**config.mk**
```make
export PLATFORM = sky130hd
export DESIGN_NAME = id_ex_pipe_reg_flat
export DESIGN_NICKNAME = d
export VERILOG_FILES = /design/src/rtl/id_ex_pipe_reg_if.sv /design/src/rtl/id_ex_pipe_reg.sv /design/src/flat_wrapper.sv
export SDC_FILE = /design/constraint.sdc
export NUM_CORES = 1
export LEC_CHECK = 0
export ABC_AREA = 1
export CORE_MARGIN = 5
export CORE_UTILIZATION = 25
export CTS_CLUSTER_SIZE = 30
export DETAILED_ROUTE_END_ITERATION = 8
export GPL_TIMING_DRIVEN = 0
export HOLD_SLACK_MARGIN = 0.12
export PLACE_DENSITY = 0.48
export SETUP_SLACK_MARGIN = 0.1
export SYNTH_ARGS = -nofsm -noshare
export SYNTH_HDL_FRONTEND = slang
export SYNTH_SLANG_ARGS = --single-unit
```
**constraint.sdc**
```tcl
create_clock -name clk -period 9.3 [get_ports clk]
set_clock_uncertainty 0.15 [all_clocks]
set_input_delay 1.86 -clock clk [delete_from_list [all_inputs] [get_ports clk]]
set_output_delay 1.86 -clock clk [all_outputs]
set_load 0.05 [all_outputs]
```
**src/rtl/id_ex_pipe_reg_if.sv**
```systemverilog
// ID/EX pipeline-register bundle. It carries the ID-stage instruction fields, the hazard and forwarding
// controls, the WB write port, and the registered EX-side fields together with the forwarded operands.
interface id_ex_pipe_reg_if #(
  parameter int XLEN    = 32,
  parameter int ALUOP_W = 4
);
  logic               id_valid;
  logic [XLEN-1:0]    id_pc;
  logic [4:0]         id_rs1, id_rs2, id_rd;
  logic [XLEN-1:0]    id_rs1_data, id_rs2_data, id_imm;
  logic [ALUOP_W-1:0] id_alu_op;
  logic               id_alu_src, id_mem_read, id_mem_write, id_reg_write, id_branch, id_jump;
  logic [2:0]         id_mem_size;
  logic [1:0]         id_wb_sel;
  logic               id_ex_stall, id_ex_flush, ex_redirect;
  logic [1:0]         forward_a, forward_b;
  logic [XLEN-1:0]    ex_mem_fwd_data;
  logic [4:0]         wb_rd;
  logic               wb_we;
  logic [XLEN-1:0]    wb_data;

  logic               ex_valid;
  logic [XLEN-1:0]    ex_pc;
  logic [4:0]         ex_rs1, ex_rs2, ex_rd;
  logic [XLEN-1:0]    ex_imm;
  logic [ALUOP_W-1:0] ex_alu_op;
  logic               ex_alu_src, ex_mem_read, ex_mem_write, ex_reg_write, ex_branch, ex_jump;
  logic [2:0]         ex_mem_size;
  logic [1:0]         ex_wb_sel;
  logic [XLEN-1:0]    ex_op_a, ex_rs2_fwd, ex_op_b;

  modport master (
    output id_valid, id_pc, id_rs1, id_rs2, id_rd, id_rs1_data, id_rs2_data, id_imm, id_alu_op,
           id_alu_src, id_mem_read, id_mem_write, id_reg_write, id_branch, id_jump, id_mem_size,
           id_wb_sel, id_ex_stall, id_ex_flush, ex_redirect, forward_a, forward_b,
           ex_mem_fwd_data, wb_rd, wb_we, wb_data,
    input  ex_valid, ex_pc, ex_rs1, ex_rs2, ex_rd, ex_imm, ex_alu_op, ex_alu_src, ex_mem_read,
           ex_mem_write, ex_reg_write, ex_branch, ex_jump, ex_mem_size, ex_wb_sel,
           ex_op_a, ex_rs2_fwd, ex_op_b
  );

  modport slave (
    input  id_valid, id_pc, id_rs1, id_rs2, id_rd, id_rs1_data, id_rs2_data, id_imm, id_alu_op,
           id_alu_src, id_mem_read, id_mem_write, id_reg_write, id_branch, id_jump, id_mem_size,
           id_wb_sel, id_ex_stall, id_ex_flush, ex_redirect, forward_a, forward_b,
           ex_mem_fwd_data, wb_rd, wb_we, wb_data,
    output ex_valid, ex_pc, ex_rs1, ex_rs2, ex_rd, ex_imm, ex_alu_op, ex_alu_src, ex_mem_read,
           ex_mem_write, ex_reg_write, ex_branch, ex_jump, ex_mem_size, ex_wb_sel,
           ex_op_a, ex_rs2_fwd, ex_op_b
  );
endinterface

```
**src/rtl/id_ex_pipe_reg.sv**
```systemverilog
// ID/EX pipeline register with bubble/stall control, WB write-through into held operands, and EX forwarding.
// When ID_EX_PERF_CNT_EN is defined, the perf_bubble_cnt and perf_stall_cnt counters are added.
module id_ex_pipe_reg #(
  parameter int XLEN    = 32,
  parameter int ALUOP_W = 4
) (
  input  logic            clk,
  input  logic            rst,
  id_ex_pipe_reg_if.slave ex_if
`ifdef ID_EX_PERF_CNT_EN
  ,
  output logic [31:0]     perf_bubble_cnt,
  output logic [31:0]     perf_stall_cnt
`endif
);

  typedef struct packed {
    logic               valid;
    logic [XLEN-1:0]    pc;
    logic [4:0]         rs1;
    logic [4:0]         rs2;
    logic [4:0]         rd;
    logic [XLEN-1:0]    rs1_data;
    logic [XLEN-1:0]    rs2_data;
    logic [XLEN-1:0]    imm;
    logic [ALUOP_W-1:0] alu_op;
    logic               alu_src;
    logic               mem_read;
    logic               mem_write;
    logic [2:0]         mem_size;
    logic               reg_write;
    logic [1:0]         wb_sel;
    logic               branch;
    logic               jump;
  } ex_fields_t;

  ex_fields_t ex_q, ex_d;
  logic       kill, hold, wb_live;

  assign kill    = ex_if.ex_redirect | ex_if.id_ex_flush;
  assign hold    = ~kill & ex_if.id_ex_stall;
  assign wb_live = ex_if.wb_we & (ex_if.wb_rd != 5'd0);

  always_comb begin
    ex_d = ex_q;
    if (kill) begin
      ex_d = '0;
    end else if (hold) begin
      // Operands held across a stall would go stale if WB retires their producer meanwhile.
      if (wb_live && ex_if.wb_rd == ex_q.rs1) ex_d.rs1_data = ex_if.wb_data;
      if (wb_live && ex_if.wb_rd == ex_q.rs2) ex_d.rs2_data = ex_if.wb_data;
    end else if (!ex_if.id_valid) begin
      ex_d = '0;
    end else begin
      ex_d.valid     = 1'b1;
      ex_d.pc        = ex_if.id_pc;
      ex_d.rs1       = ex_if.id_rs1;
      ex_d.rs2       = ex_if.id_rs2;
      ex_d.rd        = ex_if.id_rd;
      ex_d.rs1_data  = (wb_live && ex_if.wb_rd == ex_if.id_rs1) ? ex_if.wb_data : ex_if.id_rs1_data;
      ex_d.rs2_data  = (wb_live && ex_if.wb_rd == ex_if.id_rs2) ? ex_if.wb_data : ex_if.id_rs2_data;
      ex_d.imm       = ex_if.id_imm;
      ex_d.alu_op    = ex_if.id_alu_op;
      ex_d.alu_src   = ex_if.id_alu_src;
      ex_d.mem_read  = ex_if.id_mem_read;
      ex_d.mem_write = ex_if.id_mem_write;
      ex_d.mem_size  = ex_if.id_mem_size;
      ex_d.reg_write = ex_if.id_reg_write;
      ex_d.wb_sel    = ex_if.id_wb_sel;
      ex_d.branch    = ex_if.id_branch;
      ex_d.jump      = ex_if.id_jump;
    end
  end

  always_ff @(posedge clk or posedge rst) begin
    if (rst) ex_q <= '0;
    else     ex_q <= ex_d;
  end

  function automatic logic [XLEN-1:0] fwd_sel(input logic [4:0]      idx,
                                              input logic [1:0]      sel,
                                              input logic [XLEN-1:0] held,
                                              input logic [XLEN-1:0] exmem,
                                              input logic [XLEN-1:0] wb);
    if (idx == 5'd0) return '0;
    case (sel)
      2'b10:   return exmem;
      2'b01:   return wb;
      default: return held;
    endcase
  endfunction

  assign ex_if.ex_op_a    = fwd_sel(ex_q.rs1, ex_if.forward_a, ex_q.rs1_data,
                                    ex_if.ex_mem_fwd_data, ex_if.wb_data);
  assign ex_if.ex_rs2_fwd = fwd_sel(ex_q.rs2, ex_if.forward_b, ex_q.rs2_data,
                                    ex_if.ex_mem_fwd_data, ex_if.wb_data);
  assign ex_if.ex_op_b    = ex_q.alu_src ? ex_q.imm : ex_if.ex_rs2_fwd;

  assign ex_if.ex_valid     = ex_q.valid;
  assign ex_if.ex_pc        = ex_q.pc;
  assign ex_if.ex_rs1       = ex_q.rs1;
  assign ex_if.ex_rs2       = ex_q.rs2;
  assign ex_if.ex_rd        = ex_q.rd;
  assign ex_if.ex_imm       = ex_q.imm;
  assign ex_if.ex_alu_op    = ex_q.alu_op;
  assign ex_if.ex_alu_src   = ex_q.alu_src;
  assign ex_if.ex_mem_read  = ex_q.mem_read;
  assign ex_if.ex_mem_write = ex_q.mem_write;
  assign ex_if.ex_mem_size  = ex_q.mem_size;
  assign ex_if.ex_reg_write = ex_q.reg_write;
  assign ex_if.ex_wb_sel    = ex_q.wb_sel;
  assign ex_if.ex_branch    = ex_q.branch;
  assign ex_if.ex_jump      = ex_q.jump;

`ifdef ID_EX_PERF_CNT_EN
  logic [31:0] bubble_cnt_q, bubble_cnt_d, stall_cnt_q, stall_cnt_d;

  // Only redirect/flush commands count as bubbles; an idle ID slot does not.
  assign bubble_cnt_d = bubble_cnt_q + {31'd0, kill};
  assign stall_cnt_d  = stall_cnt_q + {31'd0, hold};

  always_ff @(posedge clk or posedge rst) begin
    if (rst) begin
      bubble_cnt_q <= '0;
      stall_cnt_q  <= '0;
    end else begin
      bubble_cnt_q <= bubble_cnt_d;
      stall_cnt_q  <= stall_cnt_d;
    end
  end

  assign perf_bubble_cnt = bubble_cnt_q;
  assign perf_stall_cnt  = stall_cnt_q;
`endif

endmodule
```
**src/flat_wrapper.sv**
```systemverilog
// flat-port wrapper written by rule: the top's interface ports become plain ports
module id_ex_pipe_reg_flat 
#(
  parameter int XLEN    = 32,
  parameter int ALUOP_W = 4
)
  (clk, rst, ex_if_id_valid, ex_if_id_pc, ex_if_id_rs1, ex_if_id_rs2, ex_if_id_rd, ex_if_id_rs1_data, ex_if_id_rs2_data, ex_if_id_imm, ex_if_id_alu_op, ex_if_id_alu_src, ex_if_id_mem_read, ex_if_id_mem_write, ex_if_id_reg_write, ex_if_id_branch, ex_if_id_jump, ex_if_id_mem_size, ex_if_id_wb_sel, ex_if_id_ex_stall, ex_if_id_ex_flush, ex_if_ex_redirect, ex_if_forward_a, ex_if_forward_b, ex_if_ex_mem_fwd_data, ex_if_wb_rd, ex_if_wb_we, ex_if_wb_data, ex_if_ex_valid, ex_if_ex_pc, ex_if_ex_rs1, ex_if_ex_rs2, ex_if_ex_rd, ex_if_ex_imm, ex_if_ex_alu_op, ex_if_ex_alu_src, ex_if_ex_mem_read, ex_if_ex_mem_write, ex_if_ex_reg_write, ex_if_ex_branch, ex_if_ex_jump, ex_if_ex_mem_size, ex_if_ex_wb_sel, ex_if_ex_op_a, ex_if_ex_rs2_fwd, ex_if_ex_op_b);
  id_ex_pipe_reg_if #(.XLEN(XLEN), .ALUOP_W(ALUOP_W)) ex_if_i ();
  input  logic clk;
  input  logic rst;
  input wire logic [$bits(ex_if_i.id_valid)-1:0] ex_if_id_valid;
  input wire logic [$bits(ex_if_i.id_pc)-1:0] ex_if_id_pc;
  input wire logic [$bits(ex_if_i.id_rs1)-1:0] ex_if_id_rs1;
  input wire logic [$bits(ex_if_i.id_rs2)-1:0] ex_if_id_rs2;
  input wire logic [$bits(ex_if_i.id_rd)-1:0] ex_if_id_rd;
  input wire logic [$bits(ex_if_i.id_rs1_data)-1:0] ex_if_id_rs1_data;
  input wire logic [$bits(ex_if_i.id_rs2_data)-1:0] ex_if_id_rs2_data;
  input wire logic [$bits(ex_if_i.id_imm)-1:0] ex_if_id_imm;
  input wire logic [$bits(ex_if_i.id_alu_op)-1:0] ex_if_id_alu_op;
  input wire logic [$bits(ex_if_i.id_alu_src)-1:0] ex_if_id_alu_src;
  input wire logic [$bits(ex_if_i.id_mem_read)-1:0] ex_if_id_mem_read;
  input wire logic [$bits(ex_if_i.id_mem_write)-1:0] ex_if_id_mem_write;
  input wire logic [$bits(ex_if_i.id_reg_write)-1:0] ex_if_id_reg_write;
  input wire logic [$bits(ex_if_i.id_branch)-1:0] ex_if_id_branch;
  input wire logic [$bits(ex_if_i.id_jump)-1:0] ex_if_id_jump;
  input wire logic [$bits(ex_if_i.id_mem_size)-1:0] ex_if_id_mem_size;
  input wire logic [$bits(ex_if_i.id_wb_sel)-1:0] ex_if_id_wb_sel;
  input wire logic [$bits(ex_if_i.id_ex_stall)-1:0] ex_if_id_ex_stall;
  input wire logic [$bits(ex_if_i.id_ex_flush)-1:0] ex_if_id_ex_flush;
  input wire logic [$bits(ex_if_i.ex_redirect)-1:0] ex_if_ex_redirect;
  input wire logic [$bits(ex_if_i.forward_a)-1:0] ex_if_forward_a;
  input wire logic [$bits(ex_if_i.forward_b)-1:0] ex_if_forward_b;
  input wire logic [$bits(ex_if_i.ex_mem_fwd_data)-1:0] ex_if_ex_mem_fwd_data;
  input wire logic [$bits(ex_if_i.wb_rd)-1:0] ex_if_wb_rd;
  input wire logic [$bits(ex_if_i.wb_we)-1:0] ex_if_wb_we;
  input wire logic [$bits(ex_if_i.wb_data)-1:0] ex_if_wb_data;
  output wire logic [$bits(ex_if_i.ex_valid)-1:0] ex_if_ex_valid;
  output wire logic [$bits(ex_if_i.ex_pc)-1:0] ex_if_ex_pc;
  output wire logic [$bits(ex_if_i.ex_rs1)-1:0] ex_if_ex_rs1;
  output wire logic [$bits(ex_if_i.ex_rs2)-1:0] ex_if_ex_rs2;
  output wire logic [$bits(ex_if_i.ex_rd)-1:0] ex_if_ex_rd;
  output wire logic [$bits(ex_if_i.ex_imm)-1:0] ex_if_ex_imm;
  output wire logic [$bits(ex_if_i.ex_alu_op)-1:0] ex_if_ex_alu_op;
  output wire logic [$bits(ex_if_i.ex_alu_src)-1:0] ex_if_ex_alu_src;
  output wire logic [$bits(ex_if_i.ex_mem_read)-1:0] ex_if_ex_mem_read;
  output wire logic [$bits(ex_if_i.ex_mem_write)-1:0] ex_if_ex_mem_write;
  output wire logic [$bits(ex_if_i.ex_reg_write)-1:0] ex_if_ex_reg_write;
  output wire logic [$bits(ex_if_i.ex_branch)-1:0] ex_if_ex_branch;
  output wire logic [$bits(ex_if_i.ex_jump)-1:0] ex_if_ex_jump;
  output wire logic [$bits(ex_if_i.ex_mem_size)-1:0] ex_if_ex_mem_size;
  output wire logic [$bits(ex_if_i.ex_wb_sel)-1:0] ex_if_ex_wb_sel;
  output wire logic [$bits(ex_if_i.ex_op_a)-1:0] ex_if_ex_op_a;
  output wire logic [$bits(ex_if_i.ex_rs2_fwd)-1:0] ex_if_ex_rs2_fwd;
  output wire logic [$bits(ex_if_i.ex_op_b)-1:0] ex_if_ex_op_b;
  assign ex_if_i.id_valid = ex_if_id_valid;
  assign ex_if_i.id_pc = ex_if_id_pc;
  assign ex_if_i.id_rs1 = ex_if_id_rs1;
  assign ex_if_i.id_rs2 = ex_if_id_rs2;
  assign ex_if_i.id_rd = ex_if_id_rd;
  assign ex_if_i.id_rs1_data = ex_if_id_rs1_data;
  assign ex_if_i.id_rs2_data = ex_if_id_rs2_data;
  assign ex_if_i.id_imm = ex_if_id_imm;
  assign ex_if_i.id_alu_op = ex_if_id_alu_op;
  assign ex_if_i.id_alu_src = ex_if_id_alu_src;
  assign ex_if_i.id_mem_read = ex_if_id_mem_read;
  assign ex_if_i.id_mem_write = ex_if_id_mem_write;
  assign ex_if_i.id_reg_write = ex_if_id_reg_write;
  assign ex_if_i.id_branch = ex_if_id_branch;
  assign ex_if_i.id_jump = ex_if_id_jump;
  assign ex_if_i.id_mem_size = ex_if_id_mem_size;
  assign ex_if_i.id_wb_sel = ex_if_id_wb_sel;
  assign ex_if_i.id_ex_stall = ex_if_id_ex_stall;
  assign ex_if_i.id_ex_flush = ex_if_id_ex_flush;
  assign ex_if_i.ex_redirect = ex_if_ex_redirect;
  assign ex_if_i.forward_a = ex_if_forward_a;
  assign ex_if_i.forward_b = ex_if_forward_b;
  assign ex_if_i.ex_mem_fwd_data = ex_if_ex_mem_fwd_data;
  assign ex_if_i.wb_rd = ex_if_wb_rd;
  assign ex_if_i.wb_we = ex_if_wb_we;
  assign ex_if_i.wb_data = ex_if_wb_data;
  assign ex_if_ex_valid = ex_if_i.ex_valid;
  assign ex_if_ex_pc = ex_if_i.ex_pc;
  assign ex_if_ex_rs1 = ex_if_i.ex_rs1;
  assign ex_if_ex_rs2 = ex_if_i.ex_rs2;
  assign ex_if_ex_rd = ex_if_i.ex_rd;
  assign ex_if_ex_imm = ex_if_i.ex_imm;
  assign ex_if_ex_alu_op = ex_if_i.ex_alu_op;
  assign ex_if_ex_alu_src = ex_if_i.ex_alu_src;
  assign ex_if_ex_mem_read = ex_if_i.ex_mem_read;
  assign ex_if_ex_mem_write = ex_if_i.ex_mem_write;
  assign ex_if_ex_reg_write = ex_if_i.ex_reg_write;
  assign ex_if_ex_branch = ex_if_i.ex_branch;
  assign ex_if_ex_jump = ex_if_i.ex_jump;
  assign ex_if_ex_mem_size = ex_if_i.ex_mem_size;
  assign ex_if_ex_wb_sel = ex_if_i.ex_wb_sel;
  assign ex_if_ex_op_a = ex_if_i.ex_op_a;
  assign ex_if_ex_rs2_fwd = ex_if_i.ex_rs2_fwd;
  assign ex_if_ex_op_b = ex_if_i.ex_op_b;
  id_ex_pipe_reg #(.XLEN(XLEN), .ALUOP_W(ALUOP_W)) u_core (.clk(clk), .rst(rst), .ex_if(ex_if_i));
endmodule
```
-- Yosys cells after proc, flatten, opt, wreduce, memory -nomap -nowiden
Index checks and enable logic that the tools add are counted.
- input port bits: 238
- logic and storage cells: 57
- flip-flop bits (word level): 159
- output and inout bits: 191
- multiplexer cells: 18
- reductions and logical operators: 7
- bitwise gates (word level): 4
- equal/unequal tests: 11
- operator list (operator ; number):
    two-way mux 159 bit ; 2
    two-way mux 32 bit ; 9
    one-hot mux 32 bit (2 select lines) ; 2
    two-way mux 64 bit ; 1
    two-way mux 48 bit ; 1
    two-way mux 47 bit ; 1
    equality test 5 bit ; 4
    logical NOT 5 bit ; 2
    != test 3 x 2 -> 1 bit, second input constant ; 2
    nonzero test 5 bit ; 1
    equality test 2 x 1 -> 1 bit, second input constant ; 2
    equality test 2 bit, second input constant ; 2
    logical AND 1 bit ; 4
    bitwise AND 1 bit ; 2
    two-way mux 1 bit ; 2
    != test 2 x 1 -> 1 bit, second input constant ; 1
    inverter 1 bit ; 1
    bitwise OR 1 bit ; 1

-- Longest topological paths before layout
Gate-level depths: netlist of the first run.
- depth after elaboration: 7
- depth in mapped cells: 13

-- Worst setup path before layout of the first run
OpenSTA, ideal clock, no wires.
- path kind: input -> output
- from: input port ex_if_forward_b[0]
- to: output port ex_if_ex_op_b[27]
- cell stages on the path: 9
- path buffers: 2
- arrival: 4.160 ns
- slack: 3.130 ns
- required time: 7.290 ns
- cells stage by stage: inv_1 ha_1 clkbuf_1 inv_1 clkbuf_1 o21ai_0 a21oi_1 nand2_1 o21ai_1
- word-level cells in the longest chain between the ends: 4
- elaborated cells on any way between the ends: 5
- those cells by class: eq/ne: 2; mux: 3
- ends and longest elaborated chain (element ; line ; RTL):
    from (decl) ; flat_wrapper.sv:32 ; input wire logic [$bits(ex_if_i.forward_b)-1:0] ex_if_forward_b;
    equality test 2 x 1 -> 1 bit / equality test 2 bit (equally long branches) ; id_ex_pipe_reg.sv:86 ; case (sel)
    one-hot mux 32 bit (2 select lines) * ; id_ex_pipe_reg.sv:86 ;
    two-way mux 32 bit * ; id_ex_pipe_reg.sv:86 ;
    named net ex_if_ex_rs2_fwd[27] ; flat_wrapper.sv:53 ; output wire logic [$bits(ex_if_i.ex_rs2_fwd)-1:0] ex_if_ex_rs2_fwd;
    two-way mux 32 bit * ; id_ex_pipe_reg.sv:97 ; assign ex_if.ex_op_b = ex_q.alu_src ? ex_q.imm : ex_if.ex_rs2_fwd;
    to (decl) ; flat_wrapper.sv:54 ; output wire logic [$bits(ex_if_i.ex_op_b)-1:0] ex_if_ex_op_b;
The timed path passes the listed nets; every way through them passes the cells marked *.

-- Worst setup path after layout of the first run
- from: input port ex_if_forward_b[0]
- to: output port ex_if_ex_op_b[17]
- word-level cells in the longest chain between the ends: 4
- elaborated cells on any way between the ends: 5
- those cells by class: eq/ne: 2; mux: 3
- ends and longest elaborated chain (element ; line):
    equality test 2 x 1 -> 1 bit / equality test 2 bit (equally long branches) ; id_ex_pipe_reg.sv:86
    one-hot mux 32 bit (2 select lines) * ; id_ex_pipe_reg.sv:86
    two-way mux 32 bit * ; id_ex_pipe_reg.sv:86
    two-way mux 32 bit * ; id_ex_pipe_reg.sv:97
Every way passes the cells marked *; elsewhere a longest branch is shown, timed or not.

==> impl_metrics.tcl, run 1 <==
set metrics [dict create \
    cts-root-to-sink-buffers 2 \
    detail_route.first_pass.iterations 6 \
    detail_route.vias_per_cell 4.63 \
    grt_start_max_net_pins 83 \
    grt_remaining_overflow 0 \
    postSynth.topFlopCell "sky130_fd_sc_hd__dfrtp_1" \
    slew-limit-headroom_pct 40.3 \
    cts.repair_timing.setup_buffer_count 0 \
    path_clk_slew_ns 0.06 \
    drc 0 \
    power-per-cell-area_nw_per_um2 121 \
    worstSkewPairLatency_ns 0.47 \
    worst_ep_arrival_time_ns 5.22 \
    post_drt_wl_per_cell_um 20.1 \
    synth-async-reset-ratio_pct 100 \
    use_met3_pct 6.24 \
    n_fill_cell 4885 \
    die_w_um 223 \
    post_synth.cell_area_avg_um2 6.73 \
    cts.sinks 159 \
    timing.fmax_ghz 0.138 \
    crit_path_end_kind "output pin" \
    via_count_of_the_first_global_routing_pass 12844 \
    vdd_drop_max_mv 0.124 \
    layout.cell_area.non_filler_um2 16900 \
    post-route-min-period_ns 7.23 \
    design.core.area_um2 45100 \
    synthCells 1685 \
    io-pin-count 429 \
    cts_tree "done" \
    synth.cells.most_frequent "sky130_fd_sc_hd__nand2_1 (455), sky130_fd_sc_hd__inv_1 (239), sky130_fd_sc_hd__dfrtp_1 (159), sky130_fd_sc_hd__a21oi_1 (157), sky130_fd_sc_hd__o21ai_0 (132)" \
    synth-seq-area-share_pct 35.1 \
    worstPathRequired_ns 7.29 \
    grtUsageMet2_pct 34.8 \
    layout-area-overhead-vs-synth_pct 49.4 \
    worst_r2r_startpoint "u_core.ex_if.ex_alu_src" \
    synth_top_cells_by_area "sky130_fd_sc_hd__dfrtp_1 (35%), sky130_fd_sc_hd__nand2_1 (15%), sky130_fd_sc_hd__inv_1 (7.9%), sky130_fd_sc_hd__a21oi_1 (6.9%), sky130_fd_sc_hd__buf_4 (6.5%)" \
    hp-class "reg -> reg" \
    whs_path_depth 2 \
    cell_with_the_most_instances_after_synthesis "sky130_fd_sc_hd__nand2_1" \
    setup.worst_path.start_class "primary input" \
    detailedPlace.worstSlack_ns 2.05 \
    post_route_cells_drive_above_1_share_pct 10.5 \
    worst-r2r-cell-count 4 \
    cts_hold_repair.buffers 0 \
    gpl.final_weighted_congestion 0.904 \
    flops_latches_synth 159 \
    placementRows 78 \
    setup-violations-final 0 \
    dieArea_um2 49700 \
    power.leakage_nw 8.16 \
    post-route-worst-setup-slack_ns 2.07 \
    worst_pin_slew_ns 0.895 \
    finalWirelength_um 55000 \
    vias 12703 \
    grt_pass1_wl_um 81400 \
    post-dp-hpwl_um 41300 \
    startpoint_of_the_tightest_hold_check_path "u_core.ex_q[106]" \
    synth_largest_type_area_fraction_pct 35.1 \
    multi_input_comb_area_um2 5080 \
    grt_util_all_layers_pct 21.4 \
    fin_nets 2370 \
    crit_path_start "ex_if_forward_b[0]" \
    die_height_um 223 \
    final_hold_slack_ns 0.325 \
    place_inst 2709 \
    rsz_0062_raised_after_global_routing "false" \
    synth_enable_flop_cells 0 \
    post_synthesis_instance_area_um2 11300 \
    cp_max_fo 10 \
    ys_warn_count 0 \
    busiest_layer "met2" \
    groute.layer.met1.usage_pct 27.3 \
    numCtsBuffers 17 \
    cts.repair.resized 0 \
    drt_iter0_markers 848 \
    ant_nets 0 \
    hold_viol_final 0 \
    final-seq-area_um2 3980 \
    syn_nets 1927 \
    final_standard_cell_count_with_taps_included_and_fillers_excluded 2742 \
    dpl_cell_area_um2 16400 \
    final_period_utilization_pct 77.8 \
    timing.setup.critical_path_class "in -> out" \
    yosysUniqueCellTypes 33 \
    synth_largest_area_cell "sky130_fd_sc_hd__dfrtp_1" \
    final_max_slew_viol_count 0 \
    buffer_ports.inserted 423 \
    finalSetupTns_ns 0 \
    effective_utilization_at_floorplan_pct 25.2 \
    clock-root-buffer "sky130_fd_sc_hd__clkbuf_16" \
    initial_antenna_violation_count 3 \
    cts_htree_levels 4 \
    cap_viol_max_count 0 \
    run_status "complete, no violations" \
]
[cells in the final DEF (no fill, tap or decap), types with 2 or more instances in the layout]
cell	netlist	routed
sky130_fd_sc_hd__xnor2_2	2	2
sky130_fd_sc_hd__clkbuf_1	67	69
sky130_fd_sc_hd__nand2_2	30	30
sky130_fd_sc_hd__clkbuf_16	0	17
sky130_fd_sc_hd__nand3_2	3	3
sky130_fd_sc_hd__nor2_1	37	37
sky130_fd_sc_hd__xor2_1	6	6
sky130_fd_sc_hd__nand4_1	32	32
sky130_fd_sc_hd__buf_4	98	98
sky130_fd_sc_hd__nand2_1	455	455
sky130_fd_sc_hd__a221oi_1	2	2
sky130_fd_sc_hd__o21ai_1	50	50
sky130_fd_sc_hd__clkinv_2	0	2
sky130_fd_sc_hd__buf_12	3	3
sky130_fd_sc_hd__nor3_1	2	2
sky130_fd_sc_hd__buf_1	5	5
sky130_fd_sc_hd__o22ai_1	40	40
sky130_fd_sc_hd__nand2_4	2	2
sky130_fd_sc_hd__nor2_4	3	3
sky130_fd_sc_hd__xnor2_1	6	6
sky130_fd_sc_hd__clkdlybuf4s50_1	0	423
sky130_fd_sc_hd__inv_1	239	238
sky130_fd_sc_hd__nor2_2	4	4
sky130_fd_sc_hd__a21oi_1	157	157
sky130_fd_sc_hd__buf_6	18	18
sky130_fd_sc_hd__inv_2	4	4
sky130_fd_sc_hd__o21ai_0	132	132
sky130_fd_sc_hd__buf_2	19	19
sky130_fd_sc_hd__clkinvlp_4	0	4
sky130_fd_sc_hd__ha_1	4	4
sky130_fd_sc_hd__inv_6	0	2
sky130_fd_sc_hd__nand3_1	100	100
sky130_fd_sc_hd__dfrtp_1	159	159
sky130_fd_sc_hd__clkinv_4	0	2
sky130_fd_sc_hd__and2_4	2	2
sky130_fd_sc_hd__bufinv_16	0	2
[final timing paths]
path	end	slack, ns
worst max register to register	u_core.ex_if.ex_alu_src	7.16
worst min-delay path	u_core.ex_q[106]	0.32
worst max-delay path	ex_if_ex_op_b[17]	2.07
worst min register to register	u_core.ex_q[106]	0.32
min in group asynchronous	u_core.ex_if.ex_pc[18]	1.73
max in group asynchronous	u_core.ex_q[47]	6.35
[area by class of cell]
type                       instances  share of cell area, %
buffer                           210                   8.05
clock buffer                      20                   2.64
antenna                            1                 0.0148
clock inverter                    12                  0.797
timing repair buffer             424                   25.1
tap                              600                   4.43
sequential                       159                   23.5
inverter                         244                   5.46
multi-input combinational       1072                   30.0
[kinds of logic after synthesis]
logic type | Yosys count | synth area share, %
AO/OA/AOI/OAI | 381 | 17.3
XOR/XNOR | 15 | 1.36
adder cells (fa/ha/maj) | 4 | 0.441
buffers and inverters | 454 | 20.1
flip-flops | 159 | 35.1
AND/OR/NAND/NOR | 672 | 25.7
[critical path, cell delays in order]
cell,delay (ns)
sky130_fd_sc_hd__clkdlybuf4s50_1,0.50
sky130_fd_sc_hd__inv_1,0.05
sky130_fd_sc_hd__ha_1,0.27
sky130_fd_sc_hd__clkbuf_1,0.18
sky130_fd_sc_hd__inv_1,0.22
sky130_fd_sc_hd__clkbuf_1,0.52
sky130_fd_sc_hd__o21ai_0,0.23
sky130_fd_sc_hd__a21oi_1,0.38
sky130_fd_sc_hd__nand2_1,0.08
sky130_fd_sc_hd__o21ai_1,0.10
sky130_fd_sc_hd__clkdlybuf4s50_1,0.84
[per-layer routing]
metal | wire (µm) | part of all wire, %
met2 | 25400 | 46
met5 | 7 | 0.013
met4 | 1650 | 3.0
met1 | 23200 | 42
met3 | 4760 | 8.7
[power breakdown]
group          leakage (nW)  switching, mW  internal (mW)
registers              2.19         0.0110          0.710
clock network         0.273          0.336          0.404
logic                  5.69          0.368          0.223
total                  8.16          0.716           1.34
[sequential cells by signal (all words and copies together), names as in the netlist, 2 cells and up]
| name | count |
|---|---|
| u_core.ex_if.ex_alu_op | 4 |
| u_core.ex_if.ex_imm | 32 |
| u_core.ex_if.ex_mem_size | 3 |
| u_core.ex_if.ex_pc | 32 |
| u_core.ex_if.ex_wb_sel | 2 |
| u_core.ex_q | 64 |
| u_core.ex_if.ex_rd | 5 |
| u_core.ex_if.ex_rs1 | 5 |
| u_core.ex_if.ex_rs2 | 5 |
[through the flow]
stage,util (%),power (mW)
finish,37.6,2.05
CTS,37.6,2.08
detailed placement,36.3,1.32
global placement,36.2,1.32
floorplan,-,1.05
global route,37.6,2.15
Power figures use the tool's default switching activity.
==> run 2, diff against run 1 <==
==> constraint.sdc (replaced) <==
create_clock -name clk -period 7.3 [get_ports clk]
set_clock_uncertainty 0.15 [all_clocks]
set_input_delay 1.46 -clock clk [delete_from_list [all_inputs] [get_ports clk]]
set_output_delay 1.46 -clock clk [all_outputs]
set_load 0.05 [all_outputs]
==> results of run 2 <==
The final DEF is identical to that of run 1. Status: complete, no violations.
Main changes from that run: setup slack after placement 2.05 ns -> 0.851 ns; setup slack after layout 2.07 ns -> 0.868 ns; register-to-register setup slack 7.16 ns -> 5.16 ns; total power 2.05 mW -> 2.61 mW; worst IR drop on VDD 0.124 mV -> 0.157 mV
